**src/rtl/vram_fill_if.sv**
```systemverilog
// Bundles the host write port, fill control inputs and the merged VRAM write port.
// The engine's side is the slave; the host/controller side is the master.
interface vram_fill_if #(
    parameter int ADDR_W = 13,
    parameter int DATA_W = 8
);
    logic [ADDR_W-1:0] hostWrAddr;
    logic [DATA_W-1:0] hostWrData;
    logic              hostWr;
    logic              fillStart;
    logic              fillAbort;
    logic [ADDR_W-1:0] fillAddr;
    logic [ADDR_W-1:0] fillLen;
    logic [DATA_W-1:0] fillChar;
    logic [DATA_W-1:0] fillAttr;
    logic [ADDR_W-1:0] vramWrAddr;
    logic [DATA_W-1:0] vramWrData;
    logic              vramWr;
    logic              fillBusy;
    logic              fillDone;

    modport master (
        output hostWrAddr, hostWrData, hostWr,
        output fillStart, fillAbort, fillAddr, fillLen, fillChar, fillAttr,
        input  vramWrAddr, vramWrData, vramWr, fillBusy, fillDone
    );

    modport slave (
        input  hostWrAddr, hostWrData, hostWr,
        input  fillStart, fillAbort, fillAddr, fillLen, fillChar, fillAttr,
        output vramWrAddr, vramWrData, vramWr, fillBusy, fillDone
    );
endinterface

```
**src/rtl/vram_fill.sv**
```systemverilog
// VRAM write merger: host writes pass straight through, and a char/attr block fill
// uses every cycle the host leaves free.
module vram_fill #(
    parameter int ADDR_W = 13,
    parameter int DATA_W = 8
) (
    input  logic        clk,
    input  logic        nrst,
    vram_fill_if.slave  bus
);
    typedef enum logic {S_IDLE = 1'b0, S_FILL = 1'b1} state_t;

    localparam logic [ADDR_W-1:0] ONE = ADDR_W'(1);

    state_t            r_state, w_state;
    logic [ADDR_W-1:0] r_cur, w_cur;
    logic [ADDR_W-1:0] r_rem, w_rem;
    logic [DATA_W-1:0] r_char, w_char;
    logic [DATA_W-1:0] r_attr, w_attr;
    logic [ADDR_W-1:0] r_wr_addr, w_wr_addr;
    logic [DATA_W-1:0] r_wr_data, w_wr_data;
    logic              r_wr, w_wr;
    logic              r_busy, w_busy;
    logic              r_done, w_done;

    always_ff @(posedge clk or negedge nrst) begin
        if (!nrst) begin
            r_state   <= S_IDLE;
            r_cur     <= '0;
            r_rem     <= '0;
            r_char    <= '0;
            r_attr    <= '0;
            r_wr_addr <= '0;
            r_wr_data <= '0;
            r_wr      <= 1'b0;
            r_busy    <= 1'b0;
            r_done    <= 1'b0;
        end else begin
            r_state   <= w_state;
            r_cur     <= w_cur;
            r_rem     <= w_rem;
            r_char    <= w_char;
            r_attr    <= w_attr;
            r_wr_addr <= w_wr_addr;
            r_wr_data <= w_wr_data;
            r_wr      <= w_wr;
            r_busy    <= w_busy;
            r_done    <= w_done;
        end
    end

    always_comb begin
        w_state   = r_state;
        w_cur     = r_cur;
        w_rem     = r_rem;
        w_char    = r_char;
        w_attr    = r_attr;
        w_wr_addr = r_wr_addr;
        w_wr_data = r_wr_data;
        w_wr      = 1'b0;
        w_busy    = 1'b0;
        w_done    = 1'b0;

        // Host path is unconditional; the fill only claims the port when this is idle.
        if (bus.hostWr) begin
            w_wr      = 1'b1;
            w_wr_addr = bus.hostWrAddr;
            w_wr_data = bus.hostWrData;
        end

        case (r_state)
            S_IDLE: begin
                if (bus.fillStart && !bus.fillAbort) begin
                    w_cur  = bus.fillAddr;
                    w_rem  = bus.fillLen;
                    w_char = bus.fillChar;
                    w_attr = bus.fillAttr;
                    if (bus.fillLen != '0) begin
                        w_state = S_FILL;
                        w_busy  = 1'b1;
                    end else begin
                        w_done  = 1'b1;
                    end
                end
            end
            S_FILL: begin
                w_busy = 1'b1;
                if (bus.fillAbort) begin
                    w_state = S_IDLE;
                    w_busy  = 1'b0;
                end else if (!bus.hostWr) begin
                    w_wr      = 1'b1;
                    w_wr_addr = r_cur;
                    w_wr_data = r_cur[0] ? r_attr : r_char;
                    w_cur     = r_cur + ONE;
                    w_rem     = r_rem - ONE;
                    if (r_rem == ONE) begin
                        w_state = S_IDLE;
                        w_busy  = 1'b0;
                        w_done  = 1'b1;
                    end
                end
            end
            default: w_state = S_IDLE;
        endcase
    end

    assign bus.vramWrAddr = r_wr_addr;
    assign bus.vramWrData = r_wr_data;
    assign bus.vramWr     = r_wr;
    assign bus.fillBusy   = r_busy;
    assign bus.fillDone   = r_done;
endmodule

```
**src/flat_wrapper.sv**
```systemverilog
// flat-port wrapper written by rule: the top's interface ports become plain ports
module vram_fill_flat 
#(
    parameter int ADDR_W = 13,
    parameter int DATA_W = 8
)
  (clk, nrst, bus_hostWrAddr, bus_hostWrData, bus_hostWr, bus_fillStart, bus_fillAbort, bus_fillAddr, bus_fillLen, bus_fillChar, bus_fillAttr, bus_vramWrAddr, bus_vramWrData, bus_vramWr, bus_fillBusy, bus_fillDone);
  vram_fill_if #(.ADDR_W(ADDR_W), .DATA_W(DATA_W)) bus_i ();
  input  logic clk;
  input  logic nrst;
  input wire logic [$bits(bus_i.hostWrAddr)-1:0] bus_hostWrAddr;
  input wire logic [$bits(bus_i.hostWrData)-1:0] bus_hostWrData;
  input wire logic [$bits(bus_i.hostWr)-1:0] bus_hostWr;
  input wire logic [$bits(bus_i.fillStart)-1:0] bus_fillStart;
  input wire logic [$bits(bus_i.fillAbort)-1:0] bus_fillAbort;
  input wire logic [$bits(bus_i.fillAddr)-1:0] bus_fillAddr;
  input wire logic [$bits(bus_i.fillLen)-1:0] bus_fillLen;
  input wire logic [$bits(bus_i.fillChar)-1:0] bus_fillChar;
  input wire logic [$bits(bus_i.fillAttr)-1:0] bus_fillAttr;
  output wire logic [$bits(bus_i.vramWrAddr)-1:0] bus_vramWrAddr;
  output wire logic [$bits(bus_i.vramWrData)-1:0] bus_vramWrData;
  output wire logic [$bits(bus_i.vramWr)-1:0] bus_vramWr;
  output wire logic [$bits(bus_i.fillBusy)-1:0] bus_fillBusy;
  output wire logic [$bits(bus_i.fillDone)-1:0] bus_fillDone;
  assign bus_i.hostWrAddr = bus_hostWrAddr;
  assign bus_i.hostWrData = bus_hostWrData;
  assign bus_i.hostWr = bus_hostWr;
  assign bus_i.fillStart = bus_fillStart;
  assign bus_i.fillAbort = bus_fillAbort;
  assign bus_i.fillAddr = bus_fillAddr;
  assign bus_i.fillLen = bus_fillLen;
  assign bus_i.fillChar = bus_fillChar;
  assign bus_i.fillAttr = bus_fillAttr;
  assign bus_vramWrAddr = bus_i.vramWrAddr;
  assign bus_vramWrData = bus_i.vramWrData;
  assign bus_vramWr = bus_i.vramWr;
  assign bus_fillBusy = bus_i.fillBusy;
  assign bus_fillDone = bus_i.fillDone;
  vram_fill #(.ADDR_W(ADDR_W), .DATA_W(DATA_W)) u_core (.clk(clk), .nrst(nrst), .bus(bus_i));
endmodule
```
**config.mk**
```make
export PLATFORM = sky130hd
export DESIGN_NAME = vram_fill_flat
export DESIGN_NICKNAME = d
export VERILOG_FILES = /design/src/rtl/vram_fill_if.sv /design/src/rtl/vram_fill.sv /design/src/flat_wrapper.sv
export SDC_FILE = /design/constraint.sdc
export NUM_CORES = 1
export LEC_CHECK = 0
export BUFFER_PORTS_ARGS = -buffer_cell sky130_fd_sc_hd__buf_2
export CORE_ASPECT_RATIO = 2
export CORE_UTILIZATION = 47
export DETAILED_ROUTE_END_ITERATION = 6
export PLACE_DENSITY_LB_ADDON = 0.12
export SYNTH_ARGS = -nofsm -noshare
export SYNTH_HDL_FRONTEND = slang
export SYNTH_SLANG_ARGS = --single-unit
export TNS_END_PERCENT = 1
```
**constraint.sdc**
```tcl
create_clock -name clk -period 1.51 [get_ports clk]
set_input_delay 0.302 -clock clk [delete_from_list [all_inputs] [get_ports clk]]
set_output_delay 0.302 -clock clk [all_outputs]
set_load 0.02 [all_outputs]
```
==> metrics, run 1 <==
Avg Inst Size Synth=8.658 µm²; Ys Warns=0; combinational power share=0.321; DR WL/cell=16.09 µm; boundary pin count=92; setup TNS=-0.1373 ns; worst-path cell chain=buf_4 > buf_12 > buf_4; Setup-failing EPs final=5; grt total ovfl=0; Final Cycle Share=1.039; post-route ant nets=0; most common cell in the netlist=nand2_1; Critical Path AT=1.27 ns; post-synthesis adder-cell area fraction=0.01084; number of synthesized flops with an enable pin=0; most frequent cells after synthesis=nand2_1 (88), dfrtp_1 (66), o21ai_0 (35), a21oi_1 (30); Tightest Pin Transition=0.3815 ns; Synth-to-Final Area Change=41.04%; Synth Area in XOR/XNOR=0; crit start category=flip-flop; H-Tree Depth=3; share of total power in sequential cells=0.386; antenna violations before repair=0; Cell Pwr Density=1329 nW/µm²; failing checks=negative setup slack; post-synthesis cell type with the largest combined area=dfrtp_1; drt drc=0; Slowest cell on crit path=dfrtp_2; Sink Count=66; RSZ-0062 raised after global routing=yes; vias in the first global route=3,243; simple-gate portion of the synthesized area=0.2388; first-pass GRT wire length=15,360 µm; top post-synthesis cells by area=dfrtp_1 (48%), nand2_1 (9.5%), mux2i_1 (6.6%); Root Driver=clkbuf_16; switch share=0.3418; critical path type=flip-flop to output pin; net switching power=0.002220 W; crit-path most repeated cell=buf_4; Final Critical Period=1.570 ns; Die X=62.70 µm; Max-Cap Viols=0; drt first pass iters=5; synthesized net count=471; VDD IR max=0.8219 mV; Synth Cell Area=3463 µm²; clk_lat worst skew=0.33 ns; ys flop type=dfrtp_1; CTS Buf Count=9; gpl congestion=0.9148; Buffers on Ports=91; worst hold path class=primary input to flip-flop; Fillers=615; final setup margin=-0.05959 ns; CP Capture Type=output pin; total wire length=10,030 µm; initial drt markers=195; worst slack at placement=-0.07503 ns; core area=7212 µm²; WP data required=1.21 ns; Final Instance Area=4885 µm²; largest family of logic cells by synthesized area=simple AND/OR/NAND/NOR gates; clock skew=0.005085 ns; area share of the largest cell type after synthesis=0.4769; Placement Rows=44; layout cells sized above 1=0.3672; ys async rst share=1.000; Worst Path Max Fanout=16; largest net degree at the start of global routing=67; Vias/cell=5.445; Initial Util=0.4802; clock transition at the registers of the reported paths=0.05 ns; Fmax=0.6371 GHz; Synth Register Bits=66; endpoints failing hold=0; via count=3,392; Pins Over Slew Limit=0; Clock Tree Buf Depth=2; mux share of post-synthesis cell area=0.06647; Total GRT Usage=0.2607; Die Y=123.4 µm; outcome=finished, violations left; HPWL after detailed placement=6955 µm; Leak Pwr=2.325 nW; Pint=0.004274 W; Max-slew headroom=0.7437; Cell variety after synth=42; CTS tree=built; area of the die=7737 µm²; Compound-Gate Fraction of Synth Area=0.1626; sequential share of the synthesized area=0.4769; crit-path max cell delay=0.46 ns; clock share of power=0.293; Synth Instances=400; final cell count without fillers=623; Inserted Diodes=0; dpl cells=601; Final #Nets=597; DP Area=4300 µm²
path summary, 6_finish.rpt:
path                                          start               end  slack [ns]  cells after the start
max in group asynchronous                      nrst   u_core.r_rem[1]        0.67                      3
worst max register to register      u_core.r_cur[8]   u_core.r_cur[8]       -0.03                      3
min in group asynchronous                      nrst  u_core.r_rem[11]        0.53                      3
worst min-delay path                bus_fillChar[5]  u_core.r_char[5]        0.16                      3
worst max-delay path            u_core.bus.fillBusy      bus_fillBusy       -0.06                      3
worst min register to register     u_core.r_attr[6]  u_core.r_attr[6]        0.47                      2
power by group through the flow:
| stage | sequential, W | clock, W | combinational (W) |
|---|---|---|---|
| final | 0.00251 | 0.00190 | 0.00208 |
| after floorplan | 0.00254 | 0 | 0.000939 |
| after global routing | 0.00256 | 0.00200 | 0.00227 |
| after CTS | 0.00247 | 0.00193 | 0.00186 |
| after global placement | 0.00246 | 0 | 0.00180 |
| after detailed placement | 0.00248 | 0 | 0.00183 |
repair_timing:
item | in CTS | in global routing
buffers inserted | 0 | 4
setup endpoints to repair | 11 | 30
pin swaps | 5 | 8
hold buffers | 1 | 0
cloned | 0 | 1
hold endpoints to repair | 8 | 0
resized for setup | 6 | 44
area by class of cell:
type / instances / area, µm² / share of cell area
Sequential cell: 66 / 1658 / 0.3394
Multi-Input combinational cell: 299 / 1876 / 0.3840
Timing Repair Buffer: 143 / 933.4 / 0.1911
Tap cell: 92 / 115.1 / 0.02357
Inverter: 7 / 28.78 / 0.005891
Clock buffer: 12 / 246.5 / 0.05046
Clock inverter: 4 / 27.53 / 0.005635
metal layers:
metal / vias to the layer above / routed length (µm) / track usage
met5: - / 0 / 0
li1: 1666 / - / -
met3: 11 / 464 / 0.04889
met4: 0 / 131 / 0.09738
met1: 1624 / 3820 / 0.2975
met2: 91 / 5609 / 0.4769
placed cells by master (no fill, tap or decap), types with 2 or more instances in the layout:
master,n
a21oi_1,28
a21oi_2,2
a22oi_1,3
a2bb2oi_1,4
a2bb2oi_2,3
and2_1,3
and4_1,2
buf_12,4
buf_2,90
buf_4,43
buf_6,4
clkbuf_1,2
clkbuf_16,10
clkinvlp_4,3
dfrtp_1,61
dfrtp_2,5
inv_1,5
mux2i_1,23
nand2_1,88
nand2b_1,5
nand3_1,11
nand4_1,7
nand4b_1,2
nor2_1,23
nor2b_1,4
nor3_1,9
nor3_2,5
nor4_1,2
nor4_2,3
nor4_4,2
o211ai_1,2
o21ai_0,34
o22ai_1,8
o22ai_2,2
cell families after synthesis:
| group | Yosys count |
|---|---|
| flip-flops | 66 |
| buffers and inverters | 35 |
| adder cells (fa/ha/maj) | 3 |
| multiplexers | 23 |
| AND/OR/NAND/NOR | 177 |
| AO/OA/AOI/OAI | 96 |
worst max-delay path, delay by kind of cell, from the launching register on:
family	cells	cell delay [ns]
flops	1	0.46
buf+inv	3	0.47
flip-flops by register name, indices dropped and copies added (netlist names):
register,flops
u_core.bus.vramWr,1
u_core.bus.fillDone,1
u_core.r_char,8
u_core.r_cur,13
u_core.bus.fillBusy,1
u_core.bus.vramWrAddr,13
u_core.r_attr,8
u_core.r_rem,13
u_core.bus.vramWrData,8
metrics by stage:
step	hold slack (ns)	power (W)	util
3_5_place_dp	0.3506	0.004306	0.5963
4_1_cts	0.1501	0.006265	0.6402
2_1_floorplan	0.006409	0.003478	-
6_report	0.1585	0.006494	0.6773
5_1_grt	0.1737	0.006830	0.6773
3_3_place_gp	0.3525	0.004268	0.5963
(Power assumes the default switching activity.)
==> run 2: changes to the inputs <==
BUFFER_PORTS_ARGS = not set   (was -buffer_cell sky130_fd_sc_hd__buf_2)
DONT_BUFFER_PORTS = 1   (was not set)
==> metrics, run 2 (same netlist as run 1, synthesis figures left out) <==
Final Cycle Share=1.014 (-0.02528); first-pass GRT wire length=14,900 µm (-3.0%); Slowest cell on crit path=or3_4; Clock Tree Buf Depth=2 (unchanged); VDD IR max=0.9468 mV (+15%); clock transition at the registers of the reported paths=0.05 ns (about the same); gpl congestion=0.9069 (-0.86%); Inserted Diodes=0 (unchanged); switch share=0.3199 (-0.02195); drt drc=0 (unchanged); outcome=finished, violations left; DR WL/cell=18.04 µm (+12%); initial drt markers=204 (+4.6%); Synth-to-Final Area Change=24.24%; commonest non-fill, non-tap cell in the layout=nand2_1; Root Driver=clkbuf_16; share of total power in sequential cells=0.401 (+0.015); antenna violations before repair=0 (unchanged); Total GRT Usage=0.2584 (-0.002293); Die X=62.70 µm (unchanged); Cell Pwr Density=1509 nW/µm² (+14%); Hold WS=-0.3400 ns (-0.4985 ns); Worst Path Max Fanout=3 (-13); WP data required=1.73 ns (+0.52 ns); vias in the first global route=3,085 (-4.9%); crit start category=flip-flop; post-route ant nets=0 (unchanged); crit-path max cell delay=0.41 ns (-0.05 ns); CP Launch Point=u_core.r_rem[8]; clock share of power=0.345 (+0.052); critical path type=flip-flop to flip-flop; final cell count without fillers=522 (-16%); Sink Count=66 (unchanged); final setup margin=-0.02142 ns (+0.03817 ns); CTS Buf Count=9 (unchanged); endpoints failing hold=66 (+66); combinational power share=0.254 (-0.067); total wire length=9419 µm (-6.1%); worst r2r dst=u_core.r_rem[12]; failing checks=negative hold slack, negative setup slack; worst slack at placement=-0.07032 ns (+0.004708 ns); Fillers=647 (+5.2%); area of the die=7737 µm² (unchanged); Final #Nets=496 (-17%); largest net degree at the start of global routing=67 (unchanged); dpl cells=505 (-16%); layout cells sized above 1=0.2093 (-0.1579); crit-path most repeated cell=or3_4; commonest non-fill, non-tap cells in the layout=nand2_1 (87), dfrtp_1 (63), buf_4 (38), o21ai_0 (35), a21oi_1 (30); HPWL after detailed placement=6781 µm (-2.5%); origin of the critical flop-to-flop path=u_core.r_rem[8]; Pins Over Slew Limit=0 (unchanged); drt first pass iters=4 (-1); Die Y=123.4 µm (unchanged); flop-to-flop setup slack=-0.02 ns (about the same); critical path capture point=u_core.r_rem[12]; Vias/cell=5.822 (+6.9%); Max-slew headroom=0.6918 (-0.05195); Leak Pwr=1.912 nW (-18%); core area=7212 µm² (unchanged); worst-path cell chain=or3_4 > or3_4 > nor4_4 > nor3_2; boundary pin count=92 (unchanged); CP Capture Type=flip-flop; Final Critical Period=1.531 ns (-0.03817 ns); worst hold path class=primary input to asynchronous set/reset pin; CTS tree=built; Max-Cap Viols=0 (unchanged); Setup-failing EPs final=1 (-4); Critical Path AT=1.75 ns (+0.48 ns); Tightest Pin Transition=0.4624 ns (+0.08087 ns); Placement Rows=44 (unchanged); Pint=0.004416 W (+3.3%); multi-input logic area=1836 µm² (-2.1%); H-Tree Depth=3 (unchanged); depth of the worst register-to-register path=4 (+1); via count=3,039 (-10%); grt total ovfl=0 (unchanged); RSZ-0062 raised after global routing=yes; Fmax=0.6530 GHz (+2.5%); net switching power=0.002077 W (-6.4%); Power Total=0.006493 W (about the same); clk_lat worst skew=0.33 ns (about the same); clock skew=0.004787 ns (-0.0002972 ns); Buffers on Ports=0 (-100%); Core Util, Final=0.5966 (-0.08067); sequential cell area=1655 µm² (-0.15%); Initial Util=0.4802 (unchanged)
-- run 2: cell types whose count changed in the layout (fill, tap and decap cells not counted), moves of 3 or more --
cell	before	now
a2bb2oi_2	3	0
buf_2	90	0
buf_4	43	38
a2bb2oi_1	4	7
-- run 2: cell type report --
cell class              count  share of cell area
repair buffers             42             0.08084
flip-flops and latches     66              0.3847
inverters                   7            0.006688
clock buffers              11             0.05641
clock inverters             5             0.01803
well taps                  92             0.02675
multi-input cells         299              0.4266
-- run 2: worst min path at each step --
stage	startpoint	endpoint	depth (start not counted)
floorplan	nrst	u_core.bus.fillBusy	0
global placement	nrst	u_core.r_rem[11]	0
detailed placement	nrst	u_core.r_rem[11]	0
CTS	nrst	u_core.r_rem[11]	0
global route	nrst	u_core.r_rem[11]	0
finish	nrst	u_core.r_rem[11]	0
-- run 2: timing repair --
action | in CTS | in global routing
buffers inserted | 0 | 1
cloned | 0 | 0
setup endpoints to repair | 8 | 18
gates resized for setup | 5 | 31
endpoints found under the hold margin | 66 | 66
pin swaps | 0 | 6
-- run 2: power by group through the flow --
stage          clock network [W]  logic [W]  registers (W)
6_report                 0.00224    0.00165        0.00261
2_1_floorplan                  0   0.000939        0.00254
4_1_cts                  0.00227    0.00153        0.00257
3_5_place_dp                   0    0.00151        0.00259
5_1_grt                  0.00235    0.00181        0.00266
3_3_place_gp                   0    0.00148        0.00258
-- run 2: stage by stage --
stage / area (µm²) / TNS [ns]
floorplan: 3472 / -0.009966
global placement: 3795 / -0.06021
detailed placement: 3795 / -0.1328
CTS: 4138 / -0.07971
global route: 4303 / -0.4526
finish: 4303 / -0.02142
-- run 2: layer usage --
layer / part of all wire / GRT usage / up-vias / wire [µm]
li1: - / - / 1462 / -
met1: 0.40 / 0.2790 / 1465 / 3722
met2: 0.52 / 0.4518 / 91 / 4882
met3: 0.056 / 0.07657 / 21 / 524
met4: 0.031 / 0.1352 / 0 / 289
met5: 0 / 0 / - / 0
-- run 2: critical path, delay by kind of cell, from the launching register on --
kind          cells  cell delay, ns
flops             1            0.37
simple gates      4            1.04
